File: config.mk
export PLATFORM = sky130hd
export DESIGN_NAME = bram_port_scheduler
export DESIGN_NICKNAME = d
export VERILOG_FILES = /design/src/rtl/bram_sched_pkg.sv /design/src/rtl/bram_port_scheduler.sv
export SDC_FILE = /design/constraint.sdc
export NUM_CORES = 1
export LEC_CHECK = 0
export CORE_AREA = 2 2 90 92
export DETAILED_ROUTE_END_ITERATION = 7
export DIE_AREA = 0 0 92 94
export PLACE_DENSITY = 0.74
export SLEW_MARGIN = 20
export SYNTH_ARGS = -nofsm -noshare
export SYNTH_HDL_FRONTEND = slang
export SYNTH_SLANG_ARGS = --single-unit
File: constraint.sdc
create_clock -name clk -period 4.4 [get_ports clk]
set_input_delay 0.88 -clock clk [delete_from_list [all_inputs] [get_ports clk]]
set_output_delay 0.88 -clock clk [all_outputs]
set_load 0.05 [all_outputs]
File: src/rtl/bram_sched_pkg.sv
// Shared types and sizing helpers for the BRAM port scheduler.
// The clear counter covers half the depth because both ports write during a sweep.
package bram_sched_pkg;

    typedef enum logic {
        S_CLEAR = 1'b0,
        S_IDLE  = 1'b1
    } sched_state_t;

    // Depth=2 still needs a one-bit counter even though it never advances.
    function automatic int cnt_width(input int depth);
        int w;
        w = $clog2(depth) - 1;
        return (w < 1) ? 1 : w;
    endfunction

endpackage

File: src/rtl/bram_port_scheduler.sv
// Shares one read-first dual-port BRAM between a lookup reader (port 0) and an
// update writer (port 1), with a two-port clear sweep and fair collision arbitration.
module bram_port_scheduler
    import bram_sched_pkg::*;
#(
    parameter int Depth = 512,
    parameter int Width = 36
) (
    input  logic                     clk,
    input  logic                     rst_n,

    input  logic                     init_start,
    output logic                     init_busy,
    output logic                     clear_done,

    input  logic                     rd_valid,
    output logic                     rd_ready,
    input  logic [$clog2(Depth)-1:0] rd_addr,
    output logic                     rd_resp_valid,
    output logic [Width-1:0]         rd_resp_data,

    input  logic                     wr_valid,
    output logic                     wr_ready,
    input  logic [$clog2(Depth)-1:0] wr_addr,
    input  logic [Width-1:0]         wr_data,

    output logic                     bram_en_0,
    output logic                     bram_wen_0,
    output logic [$clog2(Depth)-1:0] bram_addr_0,
    output logic [Width-1:0]         bram_din_0,
    input  logic [Width-1:0]         bram_dout_0,

    output logic                     bram_en_1,
    output logic                     bram_wen_1,
    output logic [$clog2(Depth)-1:0] bram_addr_1,
    output logic [Width-1:0]         bram_din_1
);

    localparam int AW = $clog2(Depth);
    localparam int CW = cnt_width(Depth);
    localparam logic [CW-1:0] CNT_LAST = CW'(Depth / 2 - 1);

    sched_state_t  state, state_d;
    logic [CW-1:0] cnt, cnt_d;
    logic          rd_prio, rd_prio_d;
    logic          conflict;
    logic          rd_fire;
    logic [CW:0]   clr_addr_0, clr_addr_1;

    // Even/odd address pair cleared in the current sweep cycle.
    assign clr_addr_0 = {cnt, 1'b0};
    assign clr_addr_1 = {cnt, 1'b1};

    assign conflict     = rd_valid & wr_valid & (rd_addr == wr_addr);
    assign rd_fire      = rd_valid & rd_ready;
    assign rd_resp_data = bram_dout_0;

    always_ff @(posedge clk or negedge rst_n) begin
        if (!rst_n) begin
            state         <= S_CLEAR;
            cnt           <= '0;
            rd_prio       <= 1'b0;
            rd_resp_valid <= 1'b0;
        end else begin
            state         <= state_d;
            cnt           <= cnt_d;
            rd_prio       <= rd_prio_d;
            rd_resp_valid <= rd_fire;
        end
    end

    always_comb begin
        state_d     = state;
        cnt_d       = cnt;
        rd_prio_d   = 1'b0;
        init_busy   = 1'b0;
        clear_done  = 1'b0;
        rd_ready    = 1'b0;
        wr_ready    = 1'b0;
        bram_en_0   = 1'b0;
        bram_wen_0  = 1'b0;
        bram_addr_0 = rd_addr;
        bram_din_0  = '0;
        bram_en_1   = 1'b0;
        bram_wen_1  = 1'b0;
        bram_addr_1 = wr_addr;
        bram_din_1  = wr_data;

        case (state)
            S_CLEAR: begin
                init_busy   = 1'b1;
                clear_done  = (cnt == CNT_LAST);
                bram_en_0   = 1'b1;
                bram_wen_0  = 1'b1;
                bram_addr_0 = clr_addr_0[AW-1:0];
                bram_en_1   = 1'b1;
                bram_wen_1  = 1'b1;
                bram_addr_1 = clr_addr_1[AW-1:0];
                bram_din_1  = '0;
                cnt_d       = cnt + CW'(1);
                if (cnt == CNT_LAST) begin
                    state_d = S_IDLE;
                end
            end

            S_IDLE: begin
                // On a same-address collision, rd_prio hands the win to the read
                // only if it lost last cycle, so the two sides alternate.
                rd_ready   = ~(conflict & ~rd_prio);
                wr_ready   = ~(conflict & rd_prio);
                rd_prio_d  = conflict & ~rd_prio;
                bram_en_0  = rd_valid & rd_ready;
                bram_en_1  = wr_valid & wr_ready;
                bram_wen_1 = wr_valid & wr_ready;
                if (init_start) begin
                    state_d = S_CLEAR;
                    cnt_d   = '0;
                end
            end

            default: begin
                state_d = S_CLEAR;
                cnt_d   = '0;
            end
        endcase
    end

endmodule

After elaboration in Yosys (flattened, before gate mapping)
Cells that the tools add are included.

operators by class
  bitwise operators = 11
  muxes and demuxes = 15
  equality and inequality tests = 3
  add/sub/neg operators = 1

operators by type and width
  cell                   number
  $mux W36               1
  $mux W9                2
  $pmux W8 S2            1
  $eq A9 B9 Y1           1
  $add A8 B1 Y8 const B  1
  $eq A8 B8 Y1 const B   1
  $mux W8                1
  $and A1 B1 Y1          7
  $mux W1                7
  $pmux W1 S2            3
  $not A1 Y1             4
  $ne A2 B2 Y1 const B   1

storage, ports and cells
  input port bits = 95
  output and inout bits = 135
  flip-flop bits (word level) = 11
  logic and storage cells = 34

Logic depth before layout (Yosys ltp)
  depth in word-level cells = 6
  mapped depth = 5
  depth with buffers taken out = 5

Worst setup path after synthesis
No wires, ideal clock.

  path kind = in2out
  from = input port rd_addr[4]
  to = output port bram_wen_1
  arrival time = 2.744 ns
  stages = 5
  path slack = 0.776 ns
  path buffers = 1
  data required time = 3.520 ns
  cells stage by stage = xnor2_1 -> nand4_1 -> nor4_1 -> o21ai_0 -> buf_4

between the ends
  longest elaborated chain between the ends = 6

ends and longest elaborated chain
  item                RTL line                    source
  start: declaration  bram_port_scheduler.sv:18   input logic [$clog2(Depth)-1:0] rd_addr,
  $eq A9 B9 Y1        bram_port_scheduler.sv:54   assign conflict = rd_valid & wr_valid & (rd_addr == wr_addr);
  $and A1 B1 Y1       bram_port_scheduler.sv:54
  $and A1 B1 Y1       bram_port_scheduler.sv:110  wr_ready = ~(conflict & rd_prio);
  $not A1 Y1          bram_port_scheduler.sv:110
  $and A1 B1 Y1       n/a
  $pmux W1 S2         n/a
  end: declaration    bram_port_scheduler.sv:34   output logic bram_wen_1,

Every way passes these cells.

Worst setup path in the final report
  from = input port wr_addr[4]
  to = output port bram_wen_1

between the ends
  longest elaborated chain between the ends = 6

ends and longest elaborated chain
  item                RTL line                    source
  start: declaration  bram_port_scheduler.sv:24   input logic [$clog2(Depth)-1:0] wr_addr,
  $eq A9 B9 Y1        bram_port_scheduler.sv:54
  $and A1 B1 Y1       bram_port_scheduler.sv:54
  $and A1 B1 Y1       bram_port_scheduler.sv:110
  $not A1 Y1          bram_port_scheduler.sv:110
  $and A1 B1 Y1       bram_port_scheduler.sv:114  bram_wen_1 = wr_valid & wr_ready;
  $pmux W1 S2         bram_port_scheduler.sv:89   case (state)

Every way passes these cells.

==> metrics.txt <==
Post-CTS Repair Setup Buffers=0; share of layout cells above drive strength 1=2.273%; Total Wirelength=4.635 mm; antenna cell count=0; gp weighted congestion=0.7948; worst hold slack=0.5342 ns; Peak Freq=0.2592 GHz; Routed Antenna Nets=0; Vias=1583; register area share after synthesis=16.92%; largest net degree at the start of global routing=67; WS Path Type=in2out; Final Critical Period=3.857 ns; H-Tree Depth=1; initial antenna violation count=0; Via density=around 3.9; Avg Synthesized Cell Area=7.103 sq um; mux contribution to synthesized area=0%; Num CTS Buffers=3; Overflow after GRT=0; yosys warns=0; ys flop type=dfrtp_1; detailed-route wire length per cell=roughly 11 um; drt initial violations=64; Post-Layout Inst Area=2564 sq um; synthesized cell area=1627 sq um; Synth Area in XOR/XNOR=6.385%; CTS tree=yes; EDFF count, synth=0; Worst Path Arrival=2.98 ns; RSZ-0062 raised after global routing=false; Critical Path Source Type=input port; Post-Synth Simple-Gate Area=~32%; Root Buffer=clkbuf_8; Critical Path Fanout Max=2; power share of the clock group=around 9.9%; Area Overhead vs Synth=57.62%; TNS Setup=0 ns; Max IR drop VDD=about 0.15 mV; TritonRoute pass-1 iters=4; Clock Tree Buf Depth=2; Post-Synth Adder-Cell Area=less than 1%; Non-Filler Instances=410; r2r setup slk=2.79 ns; Netlist cell types=30; clk slew on worst S/H paths=around 0.050 ns; crit end category=output port; Synth top area share=roughly 34%; Worst Clk Skew=around 0.0012 ns; P_sw=595.8 uW; I/O Pins=230; flops & latches, synth=11; first-pass GRT wire length=6.982 mm; setup violators final=0; DP Area=2519 sq um; Die Y=94 um; combinational power share=between 70 and 80%; Slew Limit Fails=0; Port Buffer Count=121; Clock Latency Late Sink=0.24 ns; clock sink count=11; Total GRT Usage=10.18%; Syn Inst Count=229; core box area=approximately 7600 sq um; Worst Hold Class=reg2reg; initial core utilization=a little over a fifth; largest family of logic cells by synthesized area=buffers and inverters; fraction of the mapped netlist area in compound gates=6.615%; Async S/R FF share, synth=100.0%; number of max-cap violations=0; Fin. Hold Viols=0; pwr dens=just over 400 nW/um^2; CP required=roughly 3.5 ns; internal power=455.8 uW; final net count=405; sw frac=approximately 57%; vias in the first global route=between 1.5k and 2k; Cell Rows=32; worst slew pin tran=approximately 0.53 ns; relative max-transition margin=around 65%; DRC violations left=0; largest cells by area after synthesis=buf_4 (34%), dfrtp_1 (17%), and2_1 (14%), nand2_1 (11%), xnor2_1 (4.8%); Die Wd=92 um; post-cts sizing count=0; Seq pwr share=18.4%; largest area contributor in the netlist=buf_4; placed cell count=406; die area=8648 sq um; final HPWL from detailed placement=3.749 mm; final-layout fill cell count=about 780; Final period util=87.67%; cts hold-fix bufs=0; outcome=finished, final reports clean; total leakage power=around 0.0011 uW
-- Yosys cell counts (3+ instances only) --
| library cell | n |
|---|---|
| buf_4 | 74 |
| nand2_1 | 49 |
| and2_1 | 37 |
| dfrtp_1 | 11 |
| xnor2_1 | 9 |
| clkbuf_1 | 6 |
| o21ai_0 | 6 |
| nand3_1 | 4 |
| inv_1 | 3 |
| nand4_1 | 3 |
-- kinds of logic after synthesis --
kind of cell / Yosys count
and+or+nand+nor: 103
buffers and inverters: 85
AOI/OAI and AO/OA: 17
xor gates and xnor gates: 11
DFF: 11
adders and majority gates: 1
other: 1
-- cells in the final DEF (no fill, tap or decap), types with 2 or more instances in the layout --
cell,instances
clkdlybuf4s50_1,121
nor3_1,2
nand2_1,49
clkbuf_8,3
o22ai_1,2
and2_1,37
o211ai_1,2
dfrtp_1,10
o31ai_1,2
o21ai_0,6
inv_1,3
conb_1,36
a21oi_1,2
nand2b_1,2
nor2_1,2
xnor2_1,9
nand3_1,4
nand4_1,3
-- worst paths after layout --
| kind | cells past startpoint | end | start |
|---|---|---|---|
| setup / recovery | 6 | bram_wen_1 | wr_addr[4] |
| hold / removal | 1 | cnt[0]$_DFFE_PN0P_ | cnt[0]$_DFFE_PN0P_ |
| setup reg to reg | 4 | cnt[5]$_DFFE_PN0P_ | state$_DFF_PN0_ |
| hold reg to reg | 1 | cnt[0]$_DFFE_PN0P_ | cnt[0]$_DFFE_PN0P_ |
| max in group asynchronous | 1 | state$_DFF_PN0_ | rst_n |
| min in group asynchronous | 1 | rd_resp_valid$_DFF_PN0_ | rst_n |
-- power groups by stage --
stage	registers, uW	logic, uW	clock network, uW
after global placement	194	752	0
after floorplan	180	627	0
after detailed placement	193	758	0
final	193	754	104
after global routing	202	798	112
after CTS	193	760	108
-- stage by stage --
step	utilization [%]	worst slack [ns]	power, uW
detailed placement	33.11	0.5354	951.8
global placement	33.11	0.5641	945.3
CTS	33.70	0.5340	1061
floorplan	-	0.7763	806.8
global route	33.70	0.3561	1113
finish	33.70	0.5427	1052
-- state kept, by name, indices dropped and copies added, names as in the netlist --
| register | count |
|---|---|
| state | 1 |
| cnt | 8 |
| rd_resp_valid | 1 |
| rd_prio | 1 |
-- critical path, cell delays in order --
cell and delay (ns):
clkdlybuf4s50_1 0.50, xnor2_1 0.13, nand4_1 0.21, nor4_1 0.34
o21ai_0 0.16, clkdlybuf4s50_1 0.75
-- cell type report --
cell class              count  area (sq um)  area share [%]
well taps                 102         127.6           4.978
multi-input cells         168         884.6           34.50
flip-flops and latches     11         276.5           10.79
repair buffers            122          1219           47.54
inverters                   3         11.26          0.4392
clock buffers               4         45.04           1.757
-- metal layers --
layer	vias up	GRT usage [%]	share of wire, %
li1	769	-	-
met1	677	10.26	35
met2	116	18.26	50
met3	21	4.334	12
met4	0	4.602	2.9
met5	-	0	0
Power figures use the tool's default switching activity.
